<file path="src/rtl/branch_resolve.sv">
// branch_resolve
//   Consumer side of the branch comparator. Decodes the branch condition from
//   funct3 and the comparator flags, decides whether the execute-stage
//   instruction redirects fetch, owns the PC and the fetch valid/ready
//   handshake, pulses flush on every redirect and keeps saturating branch
//   statistics.
//
// Ports
//   clk, rst                    clock (rising edge), async active-high reset
//   instr_valid                 execute stage holds a valid instruction
//   is_branch/is_jal/is_jalr    decoded control-transfer type
//   funct3                      branch condition code
//   br_less, br_equal           comparator flags
//   target                      computed target address
//   fetch_ready                 instruction memory accepts the request
//   clr_cnt                     synchronous clear of the statistics counters
//   br_unsigned                 to comparator, funct3[1]
//   pc, pc_four                 fetch address and fetch address + 4
//   fetch_valid                 fetch request valid
//   flush                       one-cycle squash of the younger instruction
//   misalign_err                one-cycle pulse on a misaligned taken target
//   br_cnt, taken_cnt           resolved / taken conditional branch counts
module branch_resolve #(
    parameter logic [31:0] RESET_PC = 32'h0000_0000,
    parameter int          CNT_W    = 32
) (
    input  logic             clk,
    input  logic             rst,
    input  logic             instr_valid,
    input  logic             is_branch,
    input  logic             is_jal,
    input  logic             is_jalr,
    input  logic [2:0]       funct3,
    input  logic             br_less,
    input  logic             br_equal,
    input  logic [31:0]      target,
    input  logic             fetch_ready,
    input  logic             clr_cnt,
    output logic             br_unsigned,
    output logic [31:0]      pc,
    output logic [31:0]      pc_four,
    output logic             fetch_valid,
    output logic             flush,
    output logic             misalign_err,
    output logic [CNT_W-1:0] br_cnt,
    output logic [CNT_W-1:0] taken_cnt
);

    typedef enum logic [1:0] {
        BOOT  = 2'd0,
        RUN   = 2'd1,
        STALL = 2'd2,
        FLUSH = 2'd3
    } state_t;

    localparam logic [CNT_W-1:0] CNT_ONE = {{(CNT_W-1){1'b0}}, 1'b1};
    localparam logic [CNT_W-1:0] CNT_MAX = {CNT_W{1'b1}};

    state_t      state, state_nxt;
    logic [31:0] pc_nxt;
    logic [31:0] redir_addr;
    logic        active;
    logic        legal;
    logic        taken;
    logic        want;
    logic        redirect;
    logic        misaligned;
    logic        br_count;
    logic        tk_count;

    assign br_unsigned = funct3[1];
    assign pc_four     = pc + 32'd4;

    // During FLUSH the execute-stage instruction is the squashed one, so
    // only RUN/STALL may act on instr_valid.
    assign active = instr_valid && (state == RUN || state == STALL);

    // funct3 = 01x has no branch meaning: never taken, never counted.
    assign legal = (funct3[2:1] != 2'b01);

    always_comb begin
        taken = 1'b0;
        case (funct3)
            3'b000:         taken = br_equal;
            3'b001:         taken = !br_equal;
            3'b100, 3'b110: taken = br_less;
            3'b101, 3'b111: taken = !br_less;
            default:        taken = 1'b0;
        endcase
    end

    // jal > jalr > branch when several flags are raised together.
    always_comb begin
        redir_addr = target;
        if (!is_jal && is_jalr)
            redir_addr = {target[31:1], 1'b0};
    end

    assign want       = active && (is_jal || is_jalr || (is_branch && legal && taken));
    assign misaligned = want && redir_addr[1];
    assign redirect   = want && !redir_addr[1];

    // Counters follow is_branch regardless of a simultaneous jump flag.
    assign br_count = active && is_branch && legal;
    assign tk_count = br_count && taken;

    always_ff @(posedge clk or posedge rst) begin
        if (rst) begin
            state        <= BOOT;
            pc           <= RESET_PC;
            misalign_err <= 1'b0;
        end else begin
            state        <= state_nxt;
            pc           <= pc_nxt;
            misalign_err <= misaligned;
        end
    end

    always_comb begin
        state_nxt   = state;
        pc_nxt      = pc;
        fetch_valid = 1'b0;
        flush       = 1'b0;
        case (state)
            BOOT: begin
                state_nxt = RUN;
            end
            RUN, STALL: begin
                fetch_valid = 1'b1;
                // A redirect wins over the handshake; it is the only way
                // pc moves while a request is pending and not accepted.
                if (redirect) begin
                    pc_nxt    = redir_addr;
                    state_nxt = FLUSH;
                end else if (fetch_ready) begin
                    pc_nxt    = pc_four;
                    state_nxt = RUN;
                end else begin
                    state_nxt = STALL;
                end
            end
            FLUSH: begin
                fetch_valid = 1'b1;
                flush       = 1'b1;
                if (fetch_ready) begin
                    pc_nxt    = pc_four;
                    state_nxt = RUN;
                end else begin
                    state_nxt = STALL;
                end
            end
            default: state_nxt = BOOT;
        endcase
    end

    always_ff @(posedge clk or posedge rst) begin
        if (rst) begin
            br_cnt    <= '0;
            taken_cnt <= '0;
        end else if (clr_cnt) begin
            br_cnt    <= '0;
            taken_cnt <= '0;
        end else begin
            if (br_count && br_cnt != CNT_MAX)
                br_cnt <= br_cnt + CNT_ONE;
            if (tk_count && taken_cnt != CNT_MAX)
                taken_cnt <= taken_cnt + CNT_ONE;
        end
    end

endmodule

</file>
<file path="config.mk">
export PLATFORM = sky130hd
export DESIGN_NAME = branch_resolve
export DESIGN_NICKNAME = d
export VERILOG_FILES = /design/src/rtl/branch_resolve.sv
export SDC_FILE = /design/constraint.sdc
export NUM_CORES = 1
export LEC_CHECK = 0
export BUFFER_PORTS_ARGS = -buffer_cell sky130_fd_sc_hd__buf_2
export CAP_MARGIN = 20
export CORE_MARGIN = 2
export CORE_UTILIZATION = 35
export CTS_CLUSTER_SIZE = 20
export DETAILED_ROUTE_END_ITERATION = 10
export PLACE_DENSITY = 0.61
export SLEW_MARGIN = 15
export SYNTH_ARGS = -nofsm -noshare
export SYNTH_HDL_FRONTEND = slang
export SYNTH_SLANG_ARGS = --single-unit
</file>
<file path="constraint.sdc">
create_clock -name clk -period 7.2 [get_ports clk]
set_clock_uncertainty 0.2 [all_clocks]
set_input_delay 1.08 -clock clk [delete_from_list [all_inputs] [get_ports clk]]
set_output_delay 1.08 -clock clk [all_outputs]
set_load 0.05 [all_outputs]
</file>
[Word-level counts from Yosys, hierarchy flattened]
Cells that the tools add are included.
Word-level totals
  register bits after elaboration: 99
  output and inout port bits: 132
  logic and storage cells: 61
Cells by class
  add/subtract/negate cells: 3
  equality and inequality tests: 11
  muxes and demuxes: 14
  reduce and logical (&&, ||, !) cells: 28
Operators by type and width (count)
  $mux W32: 6
  $add A32 B1 Y32 const B: 2
  $ne A32 B32 Y1 const B: 2
  $pmux W32 S2: 1
  $add A32 B3 Y32 const B: 1
  $eq A3 B3 Y1 const B: 4
  $logic_and A1 B1 Y1: 12
  $pmux W2 S3: 1
  $reduce_bool A2 Y1: 3
  $reduce_or A2 Y1: 3
  $eq A2 B2 Y1 const B: 2
  $logic_not A1 Y1: 4
  $mux W2: 2
  $pmux W1 S4: 1
  $eq A3 B1 Y1 const B: 1
  $logic_not A3 Y1: 1
  $logic_or A1 B1 Y1: 3
  $mux W1: 3
  $reduce_or A3 Y1: 1
  $eq A2 B1 Y1 const B: 1
  $logic_not A2 Y1: 1
  $ne A2 B1 Y1 const B: 1

[Depth between registers and ports, before layout]
Gate-level depths: netlist of the first run.
  word-level depth: 9
  depth in mapped cells: 10
  gate-level depth less buffers: 8

[Worst setup path after synthesis of the first run]
Ideal clock, no wire load.
  kind: reg2out
  start: register pc[8]
  end: output pc_four[31]
  data arrival time: 2.666 ns
  data required time: 5.920 ns
  setup slack: 3.254 ns
  cell stages (with the launch flop): 6
  cells stage by stage: dfrtp_1 > nand4_4 > nor4_4 > and4_4 > nand3_1 > xnor2_1
Between the ends
  cells in the longest elaborated chain, start to end: 1
RTL lines
  start, declared: line 40  | output logic [31:0] pc,
  start signal, assigned: line 114  | pc <= pc_nxt;
  $add A32 B3 Y32: line 72  | assign pc_four = pc + 32'd4;
  end, declared: line 41  | output logic [31:0] pc_four,
Every way passes these cells.

[Final worst setup path of the first run]
  start: register pc[2]
  end: output pc_four[28]
The elaborated chain is that of the path after synthesis.

==> results of run 1 <==
## worst reg2reg max path, stage by stage (launching register included)
cell and delay, ns:
dfrtp_1 0.36, inv_1 0.06, ha_1 0.34, nand3_1 0.14, or4_1 0.48, o21ai_1 0.69
nand2_1 0.44, o22a_1 0.28, o31a_1 0.10
## path summary, 6_finish.rpt
kind / cells past startpoint / slack [ns] / start / end
max: 7 / 3.28 / pc[2] / pc_four[28]
min: 1 / 0.34 / pc[1] / pc[1]
min in group asynchronous: 2 / 0.59 / rst / pc[2]
min reg2reg: 1 / 0.34 / pc[1] / pc[1]
max reg2reg: 8 / 4.00 / state[1] / pc[30]
max in group asynchronous: 3 / 5.04 / rst / taken_cnt[0]
## stage by stage
step	cell area, µm²	std cells	util (%)	total power [W]	setup WS [ns]
final	7250	1041	44.0	0.00269	3.28
after global routing	7250	1041	44.0	0.00283	3.10
after CTS	7250	1041	44.0	0.00271	3.30
after detailed placement	6930	1025	42.1	0.00219	3.46
after global placement	6930	1025	42.1	0.00218	3.46
after floorplan	5860	651	-	0.00186	3.25
## synthesized netlist by cell type (6+ instances only)
master	instances	area, µm²
o22ai_1	14	87.6
nor3b_1	6	45.0
xor2_1	26	228
nor3_1	30	150
xnor2_1	51	447
ha_1	6	75.1
inv_1	10	37.5
dfrtp_1	99	2480
a21oi_1	35	175
o22a_1	7	61.3
nand4_1	21	131
nand3_1	38	190
clkbuf_1	18	67.6
o21ai_0	27	135
or3_1	8	50.1
nor2_1	89	334
nand2_1	45	169
and3_1	13	81.3
or2_2	6	37.5
nor4_1	12	75.1
buf_2	6	30.0
and4_1	12	105
## layout make-up
class                      instances  area share, %
tap                              220           3.80
multi-input combinational        513           44.3
clock inverter                     4          0.656
sequential                        99           34.2
clock buffer                      12           3.68
timing repair buffer             182           12.8
inverter                          11          0.604
## registers in the layout, indices dropped and copies added (netlist names)
signal / cells
br_cnt: 32
misalign_err: 1
pc: 32
state: 2
taken_cnt: 32
## cells by family after synthesis
kind of cell	count (synthesis)	share of synthesized area, %
DFF	99	42.3
muxes	3	0.534
adders and majority gates	6	1.28
xor gates and xnor gates	78	11.8
AOI/OAI and AO/OA	112	12.0
buffers and inverters	39	2.88
and+or+nand+nor	314	29.2
## power by group
group | leakage [nW] | switching [W] | internal [W]
clock | 0.155 | 0.000218 | 0.000297
combinational | 1.76 | 0.00105 | 0.000329
sequential | 1.29 | 0.000152 | 0.000645
total | 3.20 | 0.00142 | 0.00127
## layer usage
metal,vias up,global-route usage (%)
li1,2665,-
met1,2611,27.3
met2,201,30.6
met3,18,3.58
met4,0,6.44
met5,-,0
==> summary.md, run 1 <==
| Metric | Value |
|---|---|
| Seq/Total Area, Yosys | a little over two fifths |
| Clk slew on worst S/H paths | 0.07 ns |
| Post-layout net count | about 870 |
| Buf/Inv on CP | 1 |
| CP required | approximately 6 ns |
| Clock sink count | 99 |
| Max layer used | met4 |
| VDD IR max | around 0.33 mV |
| GRT Util Overall | between 10% and 20% |
| CP dominant cell by count | nand2_1 |
| Crit path max fanout | 8 |
| Largest net degree at the start of global routing | 71 |
| Avg WL per Cell | 16.4 µm |
| MaxCap Viol Count | 0 |
| Multi-input logic area | 3210 µm² |
| Area of the core | about 16000 µm² |
| TritonRoute pass-1 iters | 4 |
| Syn Area/Cell | between 8 and 9 µm² |
| Routed length on met1 | between 7000 and 8000 µm |
| First-pass GRT wire length | between 20000 and 30000 µm |
| Register area | 2480 µm² |
| # setup viols final | 0 |
| Diodes inserted | 0 |
| Async S/R FF share, synth | 100% |
| Total number of vias | between 5000 and 6000 |
| Number of synthesized flops with an enable pin | 0 |
| Min Hold Slack | approximately 0.34 ns |
| # rows | 47 |
| Outcome | completed |
| Worst Path Arrival | between 2 and 3 ns |
| HPWL Detailed | ~12000 µm |
| Final WL | between 15000 and 20000 µm |
| Top_reg_cell synth | dfrtp_1 |
| Hold Buf Count CTS | 0 |
| Postcts setup bufs | 0 |
| Worst Hold Class | flip-flop to flip-flop |
| Worst-margin pin slew | 0.843 ns |
| Via count of the first global-routing pass | between 5000 and 6000 |
| H-Tree Depth | 3 |
| Port-buffer cells | around 180 |
| Fin crit share | 54.5% |
| Crit. End Element | output port |
| Pwr Density | 371 nW/µm² |
| Post-Syn Nets | ~700 |
| Clk Latency, worst-skew pair | between 0.3 and 0.4 ns |
| CTS tree | built |
| GPL Wtd Cong | 0.833 |
| Static leakage | ~3.2 nW |
| Fillers | roughly 1600 |
| Total grt overflow | 0 |
| Hold Vio Cnt, Final | 0 |
| Cts bufs inserted | 9 |
| Mapped cell area | about 6000 µm² |
| RSZ-0062 raised after global routing | false |
| Most common cell after layout, fill and taps aside | buf_2 |
| Clock buffer depth | 2 |
| Fmax | roughly 250 MHz |
| Die Span Y | 133 µm |
| Initial Utilization | between 30 and 40% |
| Die X | 133 µm |
| Post-synth cell types | 59 |
| WL met2 | between 7000 and 8000 µm |
| Final Slew Violations | 0 |
| Post_cts resized | 0 |
| Sum Neg Setup Slack | 0 ns |
| Most frequent cells in the layout | buf_2 (176), dfrtp_1 (99), nor2_1 (89) |
| Post-Syn Instances | around 650 |
| Detail Route Antenna Nets | 0 |
| DRC | 0 |
| Critical path's largest stage delay | 0.45 ns |
| Area delta synth->final | 23.7% |
| Warnings, synthesis | 0 |
| WS Path Type | flip-flop to output port |
| Clock root buffer | clkbuf_16 |
| #FFs+latches synth | 99 |
| Slowest-stage cell, CP | dfrtp_1 |
| CP delay by family, top | simple AND/OR/NAND/NOR gates |
| Max_slew headroom | 43.4% |
| Initial antenna violation count | 0 |
| Die ar. | between 15000 and 20000 µm² |
| I/O Pins | approximately 180 |
| Share of cells above drive strength 1 | a little over a quarter |
| Worst path cell trace | ha_1 > nand2_1 > nor4_4 > and4_1 > nand2_1 > xnor2_1 > buf_2 |
| WL met3 | 1210 µm |
| Tmin final | 3.92 ns |
| Startpoint types | flip-flop |
| Vias per cell | between 5 and 6 |
| Iter 0 DRT Violations | just under 400 |
No activity file was read; power rests on OpenSTA's default activity.
==> inputs of run 2 (changes only) <==
--- a/config.mk
+++ b/config.mk
@@ -11,7 +11,7 @@
 export CORE_UTILIZATION = 35
 export CTS_CLUSTER_SIZE = 20
 export DETAILED_ROUTE_END_ITERATION = 10
-export PLACE_DENSITY = 0.61
+export PLACE_DENSITY = 0.63
 export SLEW_MARGIN = 15
 export SYNTH_ARGS = -nofsm -noshare
 export SYNTH_HDL_FRONTEND = slang
==> constraint.sdc (replaced) <==
create_clock -name clk -period 3.3 [get_ports clk]
set_clock_uncertainty 0.2 [all_clocks]
set_input_delay 0.495 -clock clk [delete_from_list [all_inputs] [get_ports clk]]
set_output_delay 0.495 -clock clk [all_outputs]
set_load 0.05 [all_outputs]
==> run 2 against run 1 <==
Combinational power is 120% higher. Non-clock buffer count is 11 higher. Global-route usage down 0.51 points. Largest power group unchanged.
==> summary.md, run 2 (same netlist as run 1, synthesis figures left out) <==
| Metric | Value |
|---|---|
| Outcome | completed |
| Worst Path Arrival | 2.48 ns |
| CP required | 2.60 ns |
| RSZ-0062 raised after global routing | false |
| Clk slew on worst S/H paths | 0.07 ns |
| Die Span Y | 133 µm |
| First-pass GRT wire length | between 20000 and 30000 µm |
| Fillers | approximately 1700 |
| Clock root buffer | clkbuf_16 |
| Vias per cell | 5.30 |
| VDD IR max | between 0.5 and 0.6 mV |
| Dpl cell area | between 7000 and 8000 µm² |
| Via count of the first global-routing pass | 5102 |
| Total grt overflow | 0 |
| GPL Wtd Cong | around 0.85 |
| H-Tree Depth | 3 |
| WS Path Type | flip-flop to output port |
| CTS tree | built |
| Fin crit share | between 90% and 100% |
| TritonRoute pass-1 iters | 5 |
| Static leakage | 3.27 nW |
| Met1 Use GR | about a quarter |
| Avg WL per Cell | ~16 µm |
| I/O Pins | 177 |
| Final WL | 17000 µm |
| Initial antenna violation count | 1 |
| MaxCap Viol Count | 0 |
| Port-buffer cells | 176 |
| Min Hold Slack | around 0.10 ns |
| Post-layout net count | around 880 |
| Largest regs | br_cnt x32, pc x32, taken_cnt x32 |
| Iter 0 DRT Violations | 306 |
| Clock buffer depth | 2 |
| Detail Route Antenna Nets | 0 |
| Final Cell Area | between 7000 and 8000 µm² |
| Initial Utilization | roughly 36% |
| Clock sink count | just under 100 |
| Cts bufs inserted | 9 |
| Tmin final | 3.18 ns |
| # rows | 47 |
| Die ar. | between 15000 and 20000 µm² |
| Total power | around 0.006 W |
| HPWL Detailed | between 10000 and 15000 µm |
| Worst-margin pin slew | a little over 0.8 ns |
| Startpoint types | flip-flop |
| Crit. End Element | output port |
| Clk Latency, worst-skew pair | between 0.3 and 0.4 ns |
| Final Slew Violations | 0 |
| # setup viols final | 0 |
| Met3 Usage GRT | around 3.5% |
| Crit path max fanout | 8 |
| Hold Vio Cnt, Final | 0 |
| Pwr Density | about 800 nW/µm² |
| DRC | 0 |
| Most frequent cells in the layout | buf_2 (175), dfrtp_1 (99), nor2_1 (89) |
| Sum Neg Setup Slack | 0 ns |
| Area delta synth->final | 25.3% |
| Fmax | 315 MHz |
| Share of cells above drive strength 1 | 28.8% |
| Die X | 133 µm |
| Most common cell after layout, fill and taps aside | buf_2 |
| Area of the core | about 16000 µm² |
| GRT Max-Usage Layer | met2 |
| Max_slew headroom | 44.6% |
| Total number of vias | between 5000 and 6000 |
| Worst Hold Class | input port to asynchronous set/reset pin |
| GRT Util Overall | 19.0% |
| Largest net degree at the start of global routing | between 60 and 70 |
| GR Util met2 | between 30% and 40% |
==> run 2: final cells by class <==
cell class                 count  area, µm²  share of cell area, %
sequential                    99       2480                   33.7
multi-input combinational    513       3250                   44.3
timing repair buffer         193       1010                   13.8
antenna                        1       2.50                 0.0341
clock inverter                 4       26.3                  0.358
clock buffer                  11        253                   3.44
inverter                      11       43.8                  0.597
tap                          220        275                   3.75
==> run 2: stage by stage <==
step	cells	utilization, %	setup WS, ns
6_report	1052	44.6	0.124
5_1_grt	1051	44.6	0.00724
4_1_cts	1047	44.4	0.0435
3_5_place_dp	1032	42.7	0.434
3_3_place_gp	1032	42.7	0.439
2_1_floorplan	651	-	0.0146
==> run 2: power by group <==
part	switching [W]	total [W]	internal [W]	leakage (nW)
registers	0.000333	0.00174	0.00141	1.29
clock network	0.000475	0.00102	0.000548	0.137
logic	0.00231	0.00307	0.000760	1.84
==> run 2: path summary, 6_finish.rpt <==
path | from | to | cells after the start | slack (ns)
max | pc[2] | pc_four[28] | 8 | 0.12
min | rst | pc[29] | 2 | 0.10
max reg2reg | taken_cnt[0] | taken_cnt[30] | 7 | 0.44
min reg2reg | pc[1] | pc[1] | 1 | 0.35
max in group asynchronous | rst | pc[3] | 3 | 2.04
min in group clk | target[0] | pc[0] | 3 | 0.20
==> run 2: timing repair <==
item                                    4_1_cts  5_1_grt
buffers inserted                              0        4
endpoints found under the setup margin        0        8
hold buffers                                  0        0
resized for setup                             0        2
==> run 2: routing by layer <==
layer / vias up / part of all wire (%)
met4: 0 / 1.5
met2: 223 / 46
li1: 2678 / -
met1: 2656 / 46
met5: - / 0
met3: 17 / 6.5
==> run 2: critical path, stage by stage (launching register included) <==
cell and delay (ns):
dfrtp_1 0.45, ha_2 0.26, nand2_1 0.14, nor4_4 0.30
buf_4 0.20, and4_1 0.25, nand2_1 0.10, xnor2_2 0.17
clkbuf_4 0.26
==> inputs of run 3 (changes only) <==
--- a/config.mk
+++ b/config.mk
@@ -7,8 +7,8 @@
 export LEC_CHECK = 0
 export BUFFER_PORTS_ARGS = -buffer_cell sky130_fd_sc_hd__buf_2
 export CAP_MARGIN = 20
-export CORE_MARGIN = 2
 export CORE_UTILIZATION = 35
+export CTS_BUF_LIST = sky130_fd_sc_hd__clkbuf_8 sky130_fd_sc_hd__clkbuf_16
 export CTS_CLUSTER_SIZE = 20
 export DETAILED_ROUTE_END_ITERATION = 10
 export PLACE_DENSITY = 0.63
==> run 3 against run 2 <==
Design area increased by 0.29%. Sequential power about the same. Count of clock-buffer cells in the layout decreased by 2. Worst setup slack improved by 0.11 ns. Total power about the same. Critical endpoint is now pc_four[29]. Largest cell class unchanged. Largest power group unchanged.
==> summary.md, run 3 (same netlist as run 1, synthesis figures left out) <==
| Metric | Value |
|---|---|
| Clock buffer depth | 2 |
| Met3 Usage GRT | roughly 3.4% |
| Clock root buffer | clkbuf_16 |
| CTS tree | built |
| Detail Route Antenna Nets | 0 |
| Fin crit share | between 90% and 100% |
| CP required | between 2 and 3 ns |
| Total number of vias | around 5600 |
| Die Span Y | about 130 µm |
| Most common cell after layout, fill and taps aside | buf_2 |
| Sum Neg Setup Slack | 0 ns |
| WS Path Type | flip-flop to output port |
| Largest regs | br_cnt x32, pc x32, taken_cnt x32 |
| Worst Path Arrival | between 2 and 2.5 ns |
| Tmin final | about 3 ns |
| Crit path max fanout | 8 |
| Static leakage | about 3.3 nW |
| Startpoint types | flip-flop |
| RSZ-0062 raised after global routing | false |
| Clk Latency, worst-skew pair | roughly 0.36 ns |
| GRT Util Overall | 19.6% |
| Final Slew Violations | 0 |
| Area delta synth->final | 25.7% |
| Postcts setup bufs | 0 |
| Clk slew on worst S/H paths | around 0.070 ns |
| Vias per cell | about 5.3 |
| Total grt overflow | 0 |
| Post_cts resized | 0 |
| Max_slew headroom | about 50% |
| Die X | approximately 130 µm |
| H-Tree Depth | 3 |
| VDD IR max | ~0.53 mV |
| Hold Buf Count CTS | 0 |
| Pwr Density | just under 800 nW/µm² |
| Via count of the first global-routing pass | approximately 5000 |
| Dpl cell area | between 7000 and 8000 µm² |
| GR Util met2 | between 30% and 40% |
| Met1 Use GR | 26.8% |
| HPWL Detailed | ~12000 µm |
| DRC | 0 |
| Die ar. | approximately 17000 µm² |
| Avg WL per Cell | 16.1 µm |
| Largest net degree at the start of global routing | 56 |
| Worst Hold Class | input port to asynchronous set/reset pin |
| Area of the core | roughly 16000 µm² |
| Outcome | completed |
| Hold Vio Cnt, Final | 0 |
| Worst-margin pin slew | 0.737 ns |
| Fmax | 326 MHz |
| # setup viols final | 0 |
| I/O Pins | 177 |
| MaxCap Viol Count | 0 |
| Cts bufs inserted | 9 |
| First-pass GRT wire length | roughly 27000 µm |
| Initial antenna violation count | 5 |
| GRT Max-Usage Layer | met2 |
| Initial Utilization | between 30% and 40% |
| # rows | 46 |
| Port-buffer cells | 176 |
| Share of cells above drive strength 1 | 28.4% |
| Iter 0 DRT Violations | between 200 and 300 |
| Final Cell Area | about 7400 µm² |
| Post-layout net count | about 900 |
| Final WL | 17000 µm |
| GPL Wtd Cong | 0.828 |
| TritonRoute pass-1 iters | 4 |
| Crit. End Element | output port |
| Clock sink count | about 100 |
| Most frequent cells in the layout | buf_2 (176), dfrtp_1 (99), nor2_1 (89) |
run 3: worst paths after layout:
| path | start | slack [ns] | to | cells past startpoint |
|---|---|---|---|---|
| max | pc[8] | 0.24 | pc_four[29] | 6 |
| min | rst | 0.08 | pc[12] | 2 |
| max reg2reg | state[1] | 0.51 | pc[30] | 8 |
| min reg2reg | pc[1] | 0.32 | pc[1] | 1 |
| max in group asynchronous | rst | 2.11 | taken_cnt[7] | 3 |
| min in group clk | target[0] | 0.20 | pc[0] | 3 |
run 3: where the power goes:
part / total (W) / leakage, nW / internal, W / switching, W
logic: 0.00304 / 1.85 / 0.000748 / 0.00229
registers: 0.00174 / 1.29 / 0.00141 / 0.000329
clock network: 0.00106 / 0.149 / 0.000581 / 0.000477
total: 0.00584 / 3.29 / 0.00274 / 0.00310
run 3: area by class of cell:
cell class	count	area, µm²
Sequential cell	99	2480
Tap cell	216	270
Fill cell	1606	8750
Multi-Input combinational cell	513	3250
Inverter	11	43.8
Timing Repair Buffer	193	1020
Clock inverter	7	62.6
Clock buffer	9	225
Antenna cell	5	12.5
run 3: stage by stage:
step	utilization [%]	cells	hold slack, ns	worst slack, ns	power [W]
floorplan	-	651	0.444	0.0146	0.00408
global placement	43.8	1032	0.302	0.583	0.00479
detailed placement	43.8	1032	0.315	0.513	0.00480
CTS	45.6	1048	0.0986	0.197	0.00586
global route	45.7	1053	0.142	0.0789	0.00613
finish	45.7	1053	0.0761	0.235	0.00584
run 3: critical path, cell delays in order, from the launching register on:
cell,delay (ns)
dfrtp_1,0.53
nand4_4,0.19
nor4_4,0.35
and4_4,0.31
and3_4,0.20
xor2_2,0.14
buf_2,0.28
run 3: routing by layer:
metal	wire, µm	part of all wire (%)
met5	0	0
met1	7930	47
met2	7660	45
met4	401	2.4
met3	968	5.7
